==> src/rtl/seq_pattern_tx.sv <==
// -----------------------------------------------------------------------------
// seq_pattern_tx
//   Serial bit-pattern transmitter. Latches a pattern of up to PAT_W bits and
//   sends it MSB-first (bit pat_len-1 first), one bit per clock. The pattern is
//   repeated 'reps' times, with an optional idle gap of 'gap' cycles between
//   repetitions. This is the sending end of the x-stream consumed by the Moore
//   sequence detectors, and it also serves as a framing-pattern sender.
//
// Ports
//   clk          rising-edge clock
//   rst_n        asynchronous active-low reset
//   start        transfer request, sampled only in IDLE
//   pattern      bits to send; bit pat_len-1 goes out first
//   pat_len      bits per repetition; 0 or > PAT_W means PAT_W
//   reps         repetition count; 0 sends nothing and only pulses done
//   gap          idle cycles between repetitions (none after the last one)
//   abort        synchronous cancel from any state, no done pulse
//   ser_out      serial data, forced to 0 whenever ser_valid is 0
//   ser_valid    ser_out carries a pattern bit
//   frame_start  high together with the first bit of every repetition
//   busy         high from the cycle after acceptance until the done cycle
//   done         one-cycle pulse after the last bit of the last repetition
// -----------------------------------------------------------------------------
module seq_pattern_tx #(
  parameter int PAT_W = 8,
  parameter int LEN_W = 4,
  parameter int CNT_W = 8,
  parameter int GAP_W = 4
) (
  input  logic             clk,
  input  logic             rst_n,
  input  logic             start,
  input  logic [PAT_W-1:0] pattern,
  input  logic [LEN_W-1:0] pat_len,
  input  logic [CNT_W-1:0] reps,
  input  logic [GAP_W-1:0] gap,
  input  logic             abort,
  output logic             ser_out,
  output logic             ser_valid,
  output logic             frame_start,
  output logic             busy,
  output logic             done
);

  typedef enum logic [1:0] {IDLE, SEND, GAP, DONE} state_t;

  localparam logic [LEN_W-1:0] LEN_MAX = LEN_W'(PAT_W);
  localparam logic [LEN_W-1:0] LEN_ONE = LEN_W'(1);
  localparam logic [CNT_W-1:0] CNT_ONE = CNT_W'(1);
  localparam logic [GAP_W-1:0] GAP_ONE = GAP_W'(1);

  state_t           state;
  logic [PAT_W-1:0] pat_q;
  logic [LEN_W-1:0] len_q;
  logic [LEN_W-1:0] idx;
  logic [CNT_W-1:0] reps_q;   // repetitions still to send, including the current one
  logic [GAP_W-1:0] gap_q;
  logic [GAP_W-1:0] gap_cnt;  // gap cycles left, including the current one
  logic [LEN_W-1:0] start_len;

  // Out-of-range lengths fall back to the full pattern width.
  function automatic logic [LEN_W-1:0] eff_len(input logic [LEN_W-1:0] l);
    if (l == '0 || l > LEN_MAX)
      return LEN_MAX;
    return l;
  endfunction

  // Shift-based select keeps the index width independent of PAT_W.
  function automatic logic bit_at(input logic [PAT_W-1:0] p,
                                  input logic [LEN_W-1:0] i);
    logic [PAT_W-1:0] s;
    s = p >> i;
    return s[0];
  endfunction

  assign start_len = eff_len(pat_len);

  always_ff @(posedge clk or negedge rst_n) begin
    if (!rst_n) begin
      state       <= IDLE;
      pat_q       <= '0;
      len_q       <= '0;
      idx         <= '0;
      reps_q      <= '0;
      gap_q       <= '0;
      gap_cnt     <= '0;
      ser_out     <= 1'b0;
      ser_valid   <= 1'b0;
      frame_start <= 1'b0;
      busy        <= 1'b0;
      done        <= 1'b0;
    end else if (abort) begin
      // Abort beats everything, including a simultaneous start in IDLE.
      state       <= IDLE;
      ser_out     <= 1'b0;
      ser_valid   <= 1'b0;
      frame_start <= 1'b0;
      busy        <= 1'b0;
      done        <= 1'b0;
    end else begin
      case (state)
        IDLE: begin
          ser_out     <= 1'b0;
          ser_valid   <= 1'b0;
          frame_start <= 1'b0;
          busy        <= 1'b0;
          done        <= 1'b0;
          if (start) begin
            pat_q  <= pattern;
            len_q  <= start_len;
            reps_q <= reps;
            gap_q  <= gap;
            if (reps != '0) begin
              // First bit is driven straight from the inputs being latched.
              state       <= SEND;
              idx         <= start_len - LEN_ONE;
              ser_out     <= bit_at(pattern, start_len - LEN_ONE);
              ser_valid   <= 1'b1;
              frame_start <= 1'b1;
              busy        <= 1'b1;
            end else begin
              state <= DONE;
              done  <= 1'b1;
            end
          end
        end

        SEND: begin
          frame_start <= 1'b0;
          if (idx != '0) begin
            idx     <= idx - LEN_ONE;
            ser_out <= bit_at(pat_q, idx - LEN_ONE);
          end else if (reps_q == CNT_ONE) begin
            state     <= DONE;
            ser_out   <= 1'b0;
            ser_valid <= 1'b0;
            busy      <= 1'b0;
            done      <= 1'b1;
          end else begin
            reps_q <= reps_q - CNT_ONE;
            if (gap_q != '0) begin
              state     <= GAP;
              gap_cnt   <= gap_q;
              ser_out   <= 1'b0;
              ser_valid <= 1'b0;
            end else begin
              // Back-to-back repetition, no bubble.
              idx         <= len_q - LEN_ONE;
              ser_out     <= bit_at(pat_q, len_q - LEN_ONE);
              frame_start <= 1'b1;
            end
          end
        end

        GAP: begin
          if (gap_cnt == GAP_ONE) begin
            state       <= SEND;
            idx         <= len_q - LEN_ONE;
            ser_out     <= bit_at(pat_q, len_q - LEN_ONE);
            ser_valid   <= 1'b1;
            frame_start <= 1'b1;
          end else begin
            gap_cnt <= gap_cnt - GAP_ONE;
          end
        end

        DONE: begin
          state       <= IDLE;
          ser_out     <= 1'b0;
          ser_valid   <= 1'b0;
          frame_start <= 1'b0;
          busy        <= 1'b0;
          done        <= 1'b0;
        end

        default: begin
          state <= IDLE;
        end
      endcase
    end
  end

endmodule

==> config.mk <==
export PLATFORM = sky130hd
export DESIGN_NAME = seq_pattern_tx
export DESIGN_NICKNAME = d
export VERILOG_FILES = /design/src/rtl/seq_pattern_tx.sv
export SDC_FILE = /design/constraint.sdc
export NUM_CORES = 1
export LEC_CHECK = 0
export ABC_CLOCK_PERIOD_IN_PS = 6000
export CORE_AREA = 2 2 103 105
export CTS_CLUSTER_DIAMETER = 100
export DETAILED_ROUTE_END_ITERATION = 10
export DIE_AREA = 0 0 105 107
export SETUP_SLACK_MARGIN = 0.2
export SLEW_MARGIN = 25
export SYNTH_ARGS = -nofsm -noshare
export SYNTH_HDL_FRONTEND = slang
export SYNTH_SLANG_ARGS = --single-unit
==> constraint.sdc <==
create_clock -name clk -period 6 [get_ports clk]
set_input_delay 1.2 -clock clk [delete_from_list [all_inputs] [get_ports clk]]
set_output_delay 1.2 -clock clk [all_outputs]
set_load 0.01 [all_outputs]
==> run_results.csv, run 1 <==
group,metric,value,unit
route,drtIter0Drc,91,
synth,yosys_warnings,0,
die,initial_core_util,24.58,%
synth,ys_seq_area_share,39.33,%
layout,syn_to_final_growth,21.33,%
sta,relSlewSlack,43.86,%
cts,numClockSinks,39,
critical_path,path_cells,"clkdlybuf4s50_1 -> nor2b_1 -> inv_1 -> ha_1 -> mux4_2 -> mux2i_1 -> o221a_2 -> nor3_1",
critical_path,critPathRequiredTime,6180,ps
power,power.leakage,0.001190,uW
die,fp.dieW,105,um
cts,cts_made_buffers,5,
layout,drive_above_1_share,13.83,%
critical_path,r2r_slack,3220,ps
layout,layout_common_cells,"dfrtp_1, clkdlybuf4s50_1, nand2_1",
grt,antenna_found_initial,0,
synth,synth_nets,292,
critical_path,end_kind,"register",
critical_path,crit_buf_inv,2,
critical_path,slowest_delay,470,ps
cts,postCtsSetupBuffers,0,
critical_path,reg2reg_depth,7,
cts,clock_path_buffers,2,
die,die_y,107,um
route,vias_per_cell,4.792,
sta,hold_viol,0,
place,port_buffers,32,
critical_path,crit_cells,8,
critical_path,crit_end,"ser_out",
synth,syn_inst,251,
critical_path,crit_arrival,3180,ps
critical_path,r2r-start,"state[1]",
die,die_area,0.01124,mm2
critical_path,worstPathMaxFanout,3,
critical_path,reg2reg_to,"reps_q[6]",
cts,cts_root_buf,"clkbuf_8",
die,core_area,0.01009,mm2
status,outcome,"complete, no violations",
synth,avgSynthCellArea,9.885,um2
route,wire_per_inst,13.82,um
synth,ys_types,47,
die,rows,37,
sta,fin_tns_setup,0,ps
route,first_pass_iters,4,
place,hpwl,4307,um
grt,first_global_vias,2010,
cts,insertion_delay,300,ps
place,gp_congestion,0.7910,
critical_path,start_kind,"primary input",
layout,stdcell_area,0.003010,mm2
place,dpl_cell_area,0.002923,mm2
critical_path,critical_path_class,"in -> reg",
cts,postCtsResizedCells,0,
layout,antenna_cells,0,
layout,fin_nets,322,
grt,grt_first_pass_wirelength,10030,um
cts,cts_tree,"done",
grt,grt_usage,11.16,%
power,power_density,491.3,mW/mm2
synth,postSynth.asyncResetShare,100.0,%
layout,fin_util,29.83,%
critical_path,critPathLaunch,"pat_len[0]",
route,dr_total_vias,2003,
route,routed_wl,5776,um
synth,synth-edff-count,0,
die,floorplan.io_pins,33,
sta,layout_min_cycle_time,3003,ps
place,post-place-ws,2647,ps
grt,grt_max_degree,40,
sta,finalClockSkew,6.160,ps
critical_path,slowest_stage,"clkdlybuf4s50_1",
cts,path_clk_slew,90,ps
sta,setup_viol,0,
sta,slew_viol_final,0,
sta,rsz0062_at_grt,"no",
sta,final.period_utilization,50.05,%
route,ant_nets,0,
synth,syn_area,0.002481,mm2
job,max_cap_viol_count,0,
synth,synth-main-ff-cell,"dfrtp_1",
cts,h-tree-depth,2,
cts,ctsHoldBuffers,0,
worst_hold_path,hp-class,"reg -> reg",
route,drc,0,
sta,worst_slew_pin_slew,839.6,ps
sta,clock.fmax,333.0,MHz
power,fin_total_pwr,1479,uW
grt,grt_overflow,0,
synth,yosys_register_bits,39,
worst_hold_path,hold_depth,2,
sta,worst_slack,2997,ps
layout,layout_commonest_cell,"dfrtp_1",
power,irDropWorstVdd,0.1647,mV
critical_path,crit_family,"buffers and inverters",
cell usage after synthesis (2+ instances only):
library cell	n	share of area, %
dfrtp_1	39	39
nand2_1	22	3.3
o21ai_0	21	4.2
nor2_1	17	2.6
inv_1	16	2.4
a21oi_1	14	2.8
mux2_2	14	6.4
ha_1	13	6.6
nor3_1	8	1.6
mux2i_1	7	2.8
nand3_1	7	1.4
clkbuf_1	6	0.91
mux4_2	6	5.4
o22ai_1	6	1.5
o211ai_1	5	1.5
xnor2_1	5	1.8
nand2b_1	4	1.0
o221ai_1	3	1.1
or4_1	3	0.91
a31oi_1	2	0.50
buf_2	2	0.40
nor3b_1	2	0.60
nor4_1	2	0.50
o21ai_1	2	0.40
o221a_2	2	0.91
o31ai_1	2	0.60
worst min path at each step:
stage	start	endpoint	slack [ps]
3_3_place_gp	done	done	480
6_report	done	done	490
4_1_cts	done	done	500
2_1_floorplan	len_q[3]	len_q[3]	470
3_5_place_dp	done	done	480
5_1_grt	done	done	520
through the flow:
step	instances	hold slack, ps
final	418	490.8
after global routing	418	520.9
after CTS	418	496.3
after detailed placement	410	478.6
after global placement	410	478.3
after floorplan	251	470.4
state kept, by name (all words and copies together) (netlist names):
name / cells
done: 1
len_q: 4
gap_cnt: 4
busy: 1
frame_start: 1
state: 2
ser_valid: 1
gap_q: 4
pat_q: 8
reps_q: 8
idx: 4
ser_out: 1
worst register-to-register path, cell delays in order, from the launching register on:
cell	delay (ps)
dfrtp_1	450
inv_1	130
ha_1	690
mux2i_1	260
nor3b_4	630
nand2_1	240
o22ai_1	170
a21oi_1	60
cells by family after synthesis:
group	synth area share, %
AO/OA/AOI/OAI	18.21
XOR/XNOR	1.765
adder cells (fa/ha/maj)	6.556
buffers and inverters	4.337
flip-flops	39.33
multiplexers	14.62
AND/OR/NAND/NOR	15.18
power by group:
part	internal [uW]	switching, uW	leakage [uW]
logic	376	398	0.000671
clock network	81.5	103	0.0000412
registers	389	132	0.000478
total	846	633	0.00119
final cells by class:
cell class | count | area [um2]
inverters | 17 | 63.81
clock buffers | 6 | 72.57
well taps | 136 | 170.2
fillers | 1111 | 7082
flip-flops and latches | 39 | 975.9
multi-input cells | 186 | 1398
repair buffers | 32 | 317.8
clock inverters | 2 | 12.51
layer usage:
| layer | part of all wire [%] | track usage (%) |
|---|---|---|
| met1 | 48 | 15.17 |
| met2 | 46 | 17.44 |
| met3 | 4.5 | 2.492 |
| met5 | 0 | 0 |
| met4 | 1.5 | 4.000 |
No activity file was read; power rests on OpenSTA's default activity.
==> inputs of run 2 (changes only) <==
Settings changed: ABC_CLOCK_PERIOD_IN_PS 6000 to 2780.
Clock period 6 ns to 2.78 ns, I/O delays scaled along.
==> run_results.csv, run 2 (synthesis results as in run 1) <==
group,metric,value,unit
layout,fin_nets,328,
route,routed_wl,5764,um
layout,layout_common_cells,"dfrtp_1, clkdlybuf4s50_1, nand2_1",
critical_path,reg2reg_depth,9,
critical_path,r2r-start,"idx[0]",
grt,first_global_vias,2005,
sta,worst_slew_pin_slew,550.1,ps
cts,ctsHoldBuffers,0,
cts,path_clk_slew,80,ps
cts,clock_path_buffers,2,
sta,holdWs,240.5,ps
die,core_area,0.01009,mm2
power,power_density,1069,mW/mm2
cts,cts_made_buffers,5,
sta,setup_viol,0,
die,initial_core_util,24.58,%
grt,grt_max_degree,40,
sta,slew_viol_final,0,
sta,relSlewSlack,63.01,%
grt,grt_usage,10.49,%
critical_path,start_kind,"primary input",
cts,postCtsResizedCells,0,
sta,clock.fmax,455.1,MHz
cts,cts_tree,"done",
grt,antenna_found_initial,0,
route,dr_total_vias,1987,
die,fp.dieW,105,um
route,vias_per_cell,4.686,
power,fin_total_pwr,3296,uW
critical_path,worstPathMaxFanout,3,
cts,cts_root_buf,"clkbuf_8",
layout,syn_to_final_growth,24.26,%
route,ant_nets,0,
place,port_buffers,32,
critical_path,critPathRequiredTime,2960,ps
critical_path,r2r_slack,610,ps
worst_hold_path,hp-class,"in -> async",
cts,h-tree-depth,2,
power,power.leakage,0.001237,uW
place,gp_congestion,0.8354,
die,rows,37,
sta,finalClockSkew,7.145,ps
die,floorplan.io_pins,33,
critical_path,crit_arrival,2370,ps
layout,drive_above_1_share,15.97,%
cts,postCtsSetupBuffers,0,
sta,hold_viol,0,
critical_path,reg2reg_to,"reps_q[7]",
power,irDropWorstVdd,0.3136,mV
route,wire_per_inst,13.59,um
status,outcome,"complete, no violations",
sta,rsz0062_at_grt,"no",
die,die_area,0.01124,mm2
sta,fin_tns_setup,0,ps
layout,layout_commonest_cell,"dfrtp_1",
layout,reg_top3,"pat_q (8), reps_q (8)",
route,first_pass_iters,4,
grt,grt_overflow,0,
cts,numClockSinks,39,
route,drc,0,
cts,insertion_delay,300,ps
critical_path,critical_path_class,"in -> reg",
place,hpwl,4309,um
sta,layout_min_cycle_time,2197,ps
route,drtIter0Drc,88,
job,max_cap_viol_count,0,
sta,final.period_utilization,79.04,%
die,die_y,107,um
critical_path,end_kind,"register",
layout,antenna_cells,0,
grt,grt_first_pass_wirelength,9556,um
==> run 2: area by class of cell <==
cell class	count	area, um2
multi-input combinational	186	1398
inverter	17	63.81
timing repair buffer	38	362.8
tap	136	170.2
clock buffer	5	68.82
fill	1088	7009
clock inverter	3	43.79
sequential	39	975.9
==> run 2: routing by layer <==
layer  track usage (%)  vias up  part of all wire, %
met5                 0        -                    0
met4             3.143        0                  1.6
met3             2.432        9                  4.0
met2             17.35       36                   46
met1             13.66      947                   49
li1                  -      995                    -
==> run 2: critical path, stage by stage <==
cell	delay, ps
clkdlybuf4s50_1	470
nor2b_1	170
inv_1	100
ha_1	340
mux4_2	310
mux2i_1	180
o221a_2	210
nor3_1	40
==> run 2: how the worst max path moves through the flow <==
stage	start	to	slack, ps	cells after the start
finish	pat_len[0]	ser_out	580	8
global route	state[0]	reps_q[7]	420	8
CTS	idx[0]	state[0]	560	8
detailed placement	pat_len[0]	ser_out	270	8
global placement	pat_len[0]	ser_out	300	8
floorplan	pat_len[0]	ser_out	760	7
==> run 2: through the flow <==
step	area (um2)	instances	worst slack [ps]	util [%]
2_1_floorplan	2481	251	757.9	-
3_3_place_gp	2968	416	296.0	29.41
3_5_place_dp	2968	416	265.2	29.41
4_1_cts	3080	424	560.6	30.52
5_1_grt	3083	424	425.0	30.55
6_report	3083	424	582.7	30.55
==> run 2: where the power goes <==
| part | total [uW] | switching, uW | internal, uW |
|---|---|---|---|
| combinational | 1690 | 858 | 832 |
| sequential | 1120 | 284 | 840 |
| clock | 482 | 215 | 267 |
